[config.mk]
export PLATFORM = sky130hd
export DESIGN_NAME = arbitro_memoria
export DESIGN_NICKNAME = d
export VERILOG_FILES = /design/src/rtl/batalha_pkg.sv /design/src/rtl/prio_encoder_mask.sv /design/src/rtl/arbitro_memoria.sv
export SDC_FILE = /design/constraint.sdc
export NUM_CORES = 1
export LEC_CHECK = 0
export ABC_AREA = 0
export CAP_MARGIN = 5
export CORE_AREA = 5 5 215 217
export CTS_CLUSTER_SIZE = 24
export DETAILED_ROUTE_END_ITERATION = 16
export DIE_AREA = 0 0 220 222
export MAX_ROUTING_LAYER = met4
export PLACE_DENSITY = 0.47
export SETUP_SLACK_MARGIN = 0.2
export SLEW_MARGIN = 30
export SYNTH_ARGS = -nofsm -noshare
export SYNTH_HDL_FRONTEND = slang
export SYNTH_SLANG_ARGS = --single-unit
[constraint.sdc]
create_clock -name clk -period 2.2 [get_ports clk]
set_input_delay 0.44 -clock clk [delete_from_list [all_inputs] [get_ports clk]]
set_output_delay 0.44 -clock clk [all_outputs]
set_load 0.005 [all_outputs]
[src/rtl/batalha_pkg.sv]
// Shared definitions for the game memory subsystem.
// Holds the client index map (lower index = higher priority), default memory
// geometry, and a helper that sizes the per-client player-select field.
package batalha_pkg;

  localparam int unsigned DEF_DATA_W = 64;
  localparam int unsigned DEF_ADDR_W = 5;

  localparam int unsigned CLI_VALIDADOR = 0;
  localparam int unsigned CLI_COLISOR   = 1;
  localparam int unsigned CLI_PONTUACAO = 2;
  localparam int unsigned CLI_VGA       = 3;
  localparam int unsigned NUM_CLI       = 4;

  // Player-select width; at least one bit even for a single bank.
  function automatic int unsigned psel_width(input int unsigned n_players);
    return (n_players > 1) ? $clog2(n_players) : 1;
  endfunction

endpackage

[src/rtl/prio_encoder_mask.sv]
// Fixed-priority encoder with an exclusion mask.
// Ports:
//   req_i   - request vector, bit 0 is highest priority
//   mask_i  - requests to ignore for this decision
//   gnt_o   - one-hot pick of the lowest-index unmasked request
//   valid_o - at least one unmasked request present
module prio_encoder_mask #(
  parameter int unsigned N = 4
) (
  input  logic [N-1:0] req_i,
  input  logic [N-1:0] mask_i,
  output logic [N-1:0] gnt_o,
  output logic         valid_o
);

  logic [N-1:0] cand;

  assign cand    = req_i & ~mask_i;
  // Isolate the lowest set bit.
  assign gnt_o   = cand & (~cand + N'(1));
  assign valid_o = |cand;

endmodule

[src/rtl/arbitro_memoria.sv]
// Memory arbiter: N_CLIENTS requesters share one port onto N_PLAYERS banks.
// Lowest index wins; a client holding lock keeps the grant until it drops
// req/lock or has held for MAX_HOLD cycles while someone else waits.
// Ports:
//   clk, resetGeral      - clock, synchronous active-high reset
//   req/lock/we          - per-client request, grant hold, write flag
//   sel/addr/wdata       - per-client bank select, address, write data
//   mem_rdata            - per-bank read data (valid the cycle after address)
//   gnt                  - one-hot current owner
//   rvalid/rdata         - read response, one cycle after the access
//   mem_addr/mem_wdata   - address/write data muxed from the owner
//   mem_wren             - per-bank write enable
//   sel_err              - pulse one cycle after an access to a missing bank
module arbitro_memoria
  import batalha_pkg::*;
#(
  parameter int unsigned DATA_W    = DEF_DATA_W,
  parameter int unsigned ADDR_W    = DEF_ADDR_W,
  parameter int unsigned N_PLAYERS = 2,
  parameter int unsigned N_CLIENTS = NUM_CLI,
  parameter int unsigned MAX_HOLD  = 16,
  localparam int unsigned PSEL_W   = psel_width(N_PLAYERS),
  localparam int unsigned IDX_W    = (N_CLIENTS > 1) ? $clog2(N_CLIENTS) : 1,
  localparam int unsigned HOLD_W   = $clog2(MAX_HOLD + 1)
) (
  input  logic                        clk,
  input  logic                        resetGeral,
  input  logic [N_CLIENTS-1:0]        req,
  input  logic [N_CLIENTS-1:0]        lock,
  input  logic [N_CLIENTS-1:0]        we,
  input  logic [N_CLIENTS*PSEL_W-1:0] sel,
  input  logic [N_CLIENTS*ADDR_W-1:0] addr,
  input  logic [N_CLIENTS*DATA_W-1:0] wdata,
  input  logic [N_PLAYERS*DATA_W-1:0] mem_rdata,
  output logic [N_CLIENTS-1:0]        gnt,
  output logic [N_CLIENTS-1:0]        rvalid,
  output logic [DATA_W-1:0]           rdata,
  output logic [ADDR_W-1:0]           mem_addr,
  output logic [DATA_W-1:0]           mem_wdata,
  output logic [N_PLAYERS-1:0]        mem_wren,
  output logic                        sel_err
);

  logic [IDX_W-1:0]     own_q, own_d;
  logic                 own_v_q, own_v_d;
  logic [HOLD_W-1:0]    hold_cnt_q, hold_cnt_d;
  logic                 rd_v_q, rd_v_d;
  logic [IDX_W-1:0]     rd_cli_q;
  logic [PSEL_W-1:0]    rd_bank_q;
  logic                 sel_err_q, sel_err_d;

  logic [N_CLIENTS-1:0] own_oh, mask, pick_oh;
  logic                 pick_v, timeout, keep, acc, sel_ok;
  logic [IDX_W-1:0]     pick_idx;
  logic [PSEL_W-1:0]    sel_own;

  always_comb begin
    own_oh = '0;
    own_oh[own_q] = own_v_q;
  end

  assign timeout = own_v_q && (hold_cnt_q == HOLD_W'(MAX_HOLD)) && |(req & ~own_oh);
  assign keep    = own_v_q && req[own_q] && lock[own_q] && !timeout;
  // On timeout the current owner sits out exactly one decision.
  assign mask    = timeout ? own_oh : '0;

  prio_encoder_mask #(
    .N (N_CLIENTS)
  ) u_prio (
    .req_i   (req),
    .mask_i  (mask),
    .gnt_o   (pick_oh),
    .valid_o (pick_v)
  );

  always_comb begin
    pick_idx = '0;
    for (int unsigned i = 0; i < N_CLIENTS; i++) begin
      if (pick_oh[i]) pick_idx = IDX_W'(i);
    end
  end

  always_comb begin
    own_d   = own_q;
    own_v_d = own_v_q;
    if (!keep) begin
      own_v_d = pick_v;
      own_d   = pick_v ? pick_idx : '0;
    end
    if ((own_d != own_q) || (own_v_d != own_v_q)) begin
      hold_cnt_d = '0;
    end else if (own_v_q && (hold_cnt_q != HOLD_W'(MAX_HOLD))) begin
      hold_cnt_d = hold_cnt_q + HOLD_W'(1);
    end else begin
      hold_cnt_d = hold_cnt_q;
    end
  end

  // Access datapath, muxed from the owner.
  assign acc     = own_v_q && req[own_q];
  assign sel_own = sel[own_q*PSEL_W +: PSEL_W];
  assign sel_ok  = 32'(sel_own) < N_PLAYERS;

  assign gnt       = own_oh;
  assign mem_addr  = own_v_q ? addr[own_q*ADDR_W +: ADDR_W]  : '0;
  assign mem_wdata = own_v_q ? wdata[own_q*DATA_W +: DATA_W] : '0;

  always_comb begin
    mem_wren = '0;
    for (int unsigned b = 0; b < N_PLAYERS; b++) begin
      mem_wren[b] = acc && we[own_q] && (sel_own == PSEL_W'(b));
    end
  end

  assign rd_v_d    = acc && !we[own_q] && sel_ok;
  assign sel_err_d = acc && !sel_ok;

  always_ff @(posedge clk) begin
    if (resetGeral) begin
      own_q      <= '0;
      own_v_q    <= 1'b0;
      hold_cnt_q <= '0;
      rd_v_q     <= 1'b0;
      rd_cli_q   <= '0;
      rd_bank_q  <= '0;
      sel_err_q  <= 1'b0;
    end else begin
      own_q      <= own_d;
      own_v_q    <= own_v_d;
      hold_cnt_q <= hold_cnt_d;
      rd_v_q     <= rd_v_d;
      rd_cli_q   <= own_q;
      rd_bank_q  <= sel_own;
      sel_err_q  <= sel_err_d;
    end
  end

  always_comb begin
    rvalid = '0;
    rvalid[rd_cli_q] = rd_v_q;
  end

  assign rdata   = rd_v_q ? mem_rdata[rd_bank_q*DATA_W +: DATA_W] : '0;
  assign sel_err = sel_err_q;

endmodule

==> flow_metrics.tcl <==
set metrics [dict create \
    clock.fmax_mhz 428.0 \
    die_x_um 220 \
    cp_max_fo 6 \
    synth_seq_cells 12 \
    drtIter0Drc 146 \
    period_minus_slack_ns 2.336 \
    min_path_type "register to register" \
    ys.warnings.count 0 \
    wirelength_mm 32.54 \
    initial_utilization_pct 9.342 \
    crit_top_cell "buf_12" \
    grt_max_degree 37 \
    rsz0062_at_grt "yes" \
    die_area_mm2 0.04884 \
    htree_levels 1 \
    cts-root-buf "clkbuf_16" \
    ys_seq_area_share_pct 5.854 \
    die_h_um 222 \
    peakVddDrop_mv 0.1779 \
    power.total_mw 3.140 \
    synth_cell_types 46 \
    area_growth_pct 203.4 \
    grt.total_usage_pct 12.72 \
    path_cells "buf_12 -> buf_12 -> buf_12 -> buf_6 -> mux4_2 -> buf_6 -> nor4b_4 -> a41oi_2 -> a2111o_1 -> nor2_1" \
    hold_viol_final 0 \
    layout_setup_ws_ns -0.1363 \
    syn_inst 412 \
    core-area_mm2 0.04393 \
    vias_per_cell 3.676 \
    post-dp-hpwl_mm 26.86 \
    maxSlewViolCount 0 \
    cts.sinks 12 \
    clk_latency_ns 0.25 \
    crit_path_start_kind "register" \
    finalCritPeriodShare_pct 106.2 \
    critPathKind "register to register" \
    gp_congestion 0.8806 \
    finalSetupViolCount 61 \
    fin_tns_setup_ns -4.160 \
    synth_edf_count 0 \
    synthFlopType "dfxtp_1" \
    placementRows 77 \
    wire_per_inst_um 19.31 \
    cp-end-kind "register" \
    nFillCells 4678 \
    grt_overflow_total 0 \
    slowest_stage "a2111o_1" \
    clockBufferDepth 2 \
    cts_tree "yes" \
    outcome "finished, violations left" \
    nets 1516 \
    antenna_found_initial 4 \
    arrival_ns 2.52 \
    ctsHoldBuffers 0 \
    clk_pin_slew_ns 0.05 \
    p_per_area_mw_per_mm2 252.2 \
    postRouteAntennaNets 0 \
    drtPass1Iterations 4 \
    path_buf_inv 5 \
    cp.required_ns 2.38 \
    io_buffers 564 \
    cpPeakStageDelay_ns 0.50 \
    power_leakage_nw 4.939 \
    syn_area_mm2 0.004104 \
    synth_fp_nets 836 \
    synthArstFlopShare_pct 0 \
    violations "setup timing" \
    cts_inserted_buffers 3 \
    critical_path.top_delay_family "buffers and inverters" \
    drc 0 \
    drive_gt1_share_pct 37.49 \
    vias 6194 \
    grt_pass1_vias 6890 \
    maxCapViolations 0 \
    ios 566 \
    avgSynthCellArea_um2 9.961 \
    grt_pass1_wl_mm 45.20 \
    finalClockSkew_ns 0.002990 \
]
## placed cells by master, fill, tap and decap left out, drive strengths merged, types with 2 or more instances in the layout
| cell | n |
|---|---|
| a21o | 2 |
| a21oi | 3 |
| a41oi | 2 |
| and2 | 69 |
| and3b | 2 |
| buf | 246 |
| bufbuf | 3 |
| clkbuf | 8 |
| clkdlybuf4s15 | 26 |
| clkdlybuf4s50 | 415 |
| dfxtp | 12 |
| diode | 2 |
| dlygate4sd2 | 26 |
| ha | 2 |
| inv | 7 |
| mux2i | 66 |
| mux4 | 73 |
| nand2 | 12 |
| nand3 | 3 |
| nand4 | 2 |
| nor2 | 15 |
| nor2b | 65 |
| nor3 | 6 |
| xnor2 | 3 |
| xor2 | 3 |
## through the flow
| stage | hold slack, ns | utilization, % | std cells | area, µm² | setup WS [ns] |
|---|---|---|---|---|---|
| 6_report | 0.5606 | 28.34 | 1685 | 12450 | -0.1363 |
| 5_1_grt | 0.5870 | 28.34 | 1685 | 12450 | -0.2179 |
| 4_1_cts | 0.5362 | 27.50 | 1672 | 12080 | -0.1303 |
| 3_5_place_dp | 0.5054 | 24.72 | 1578 | 10860 | -0.4242 |
| 3_3_place_gp | 0.4968 | 24.72 | 1578 | 10860 | -0.3825 |
| 2_1_floorplan | 0.4661 | - | 412 | 4131 | 0.1966 |
## sequential cells by signal, indices dropped and copies added (netlist names)
| name | flops |
|---|---|
| rd_cli_q | 2 |
| rd_bank_q | 1 |
| own_v_q | 1 |
| own_q | 2 |
| hold_cnt_q | 5 |
| rd_v_q | 1 |
## power by group
part           switching [mW]  internal (mW)  total [mW]  leakage [nW]
Combinational           0.728           1.77        2.50          4.79
Clock                   0.122          0.277       0.399        0.0442
Sequential             0.0168          0.225       0.242         0.101
## synth_stat cells, types with 2 or more instances
master | instances | area share [%]
nor2_1 | 15 | 1.4
mux2i_1 | 65 | 16
nand4_1 | 2 | 0.30
xnor2_1 | 3 | 0.64
buf_2 | 10 | 1.2
a41oi_1 | 2 | 0.43
and2_1 | 69 | 11
nand2_1 | 11 | 1.0
nand3_1 | 3 | 0.37
nor2b_1 | 65 | 9.9
dfxtp_1 | 12 | 5.9
ha_1 | 2 | 0.61
buf_1 | 8 | 0.73
a21oi_1 | 3 | 0.37
nor3_1 | 6 | 0.73
mux4_2 | 73 | 40
inv_1 | 7 | 0.64
a21o_1 | 2 | 0.37
clkbuf_1 | 24 | 2.2
and3b_1 | 2 | 0.43
xor2_1 | 3 | 0.64
## logic make-up (layout without fill, tap and decap cells)
family | Yosys count | count (layout) | synth area share (%)
flops | 12 | 12 | 5.854
buf+inv | 52 | 731 | 5.366
fa+ha+maj | 2 | 2 | 0.6097
mux | 140 | 140 | 56.52
other cells | 1 | 3 | 0.09138
simple gates | 179 | 179 | 26.19
xor+xnor | 6 | 6 | 1.281
compound gates | 20 | 20 | 4.085
## layer usage
metal	up-vias	GRT usage (%)	wire (µm)
li1	2903	-	-
met4	0	1.631	264
met5	-	-	0
met1	2955	14.60	12760
met3	16	2.922	2549
met2	320	23.12	16970
## worst reg2reg max path: stages (launching register included)
cell,delay [ns]
dfxtp_4,0.36
buf_12,0.14
buf_12,0.12
buf_12,0.12
buf_6,0.11
mux4_2,0.35
buf_6,0.10
nor4b_4,0.25
a41oi_2,0.06
a2111o_1,0.50
nor2_1,0.14
## cell type report
cell class | count | area, µm² | area share, %
Sequential cell | 12 | 256.5 | 2.060
Timing Repair Buffer | 720 | 7446 | 59.80
Clock buffer | 4 | 88.84 | 0.7134
Antenna cell | 2 | 5.005 | 0.04019
Inverter | 7 | 26.28 | 0.2110
Multi-Input combinational cell | 348 | 3889 | 31.23
Tap cell | 592 | 740.7 | 5.949
## timing repair
item | CTS | global route
setup endpoints to repair | 150 | 135
resized for setup | 592 | 83
cloned | 12 | 0
buffers inserted | 78 | 11
pin swaps | 45 | 11
## worst paths after layout
check / cells past startpoint / startpoint / to / slack (ns)
setup / recovery: 10 / own_q[0] / hold_cnt_q[3] / -0.14
hold / removal: 2 / hold_cnt_q[3] / hold_cnt_q[3] / 0.56
setup reg to reg: 10 / own_q[0] / hold_cnt_q[3] / -0.14
hold reg to reg: 2 / hold_cnt_q[3] / hold_cnt_q[3] / 0.56
(Power assumes the default switching activity.)
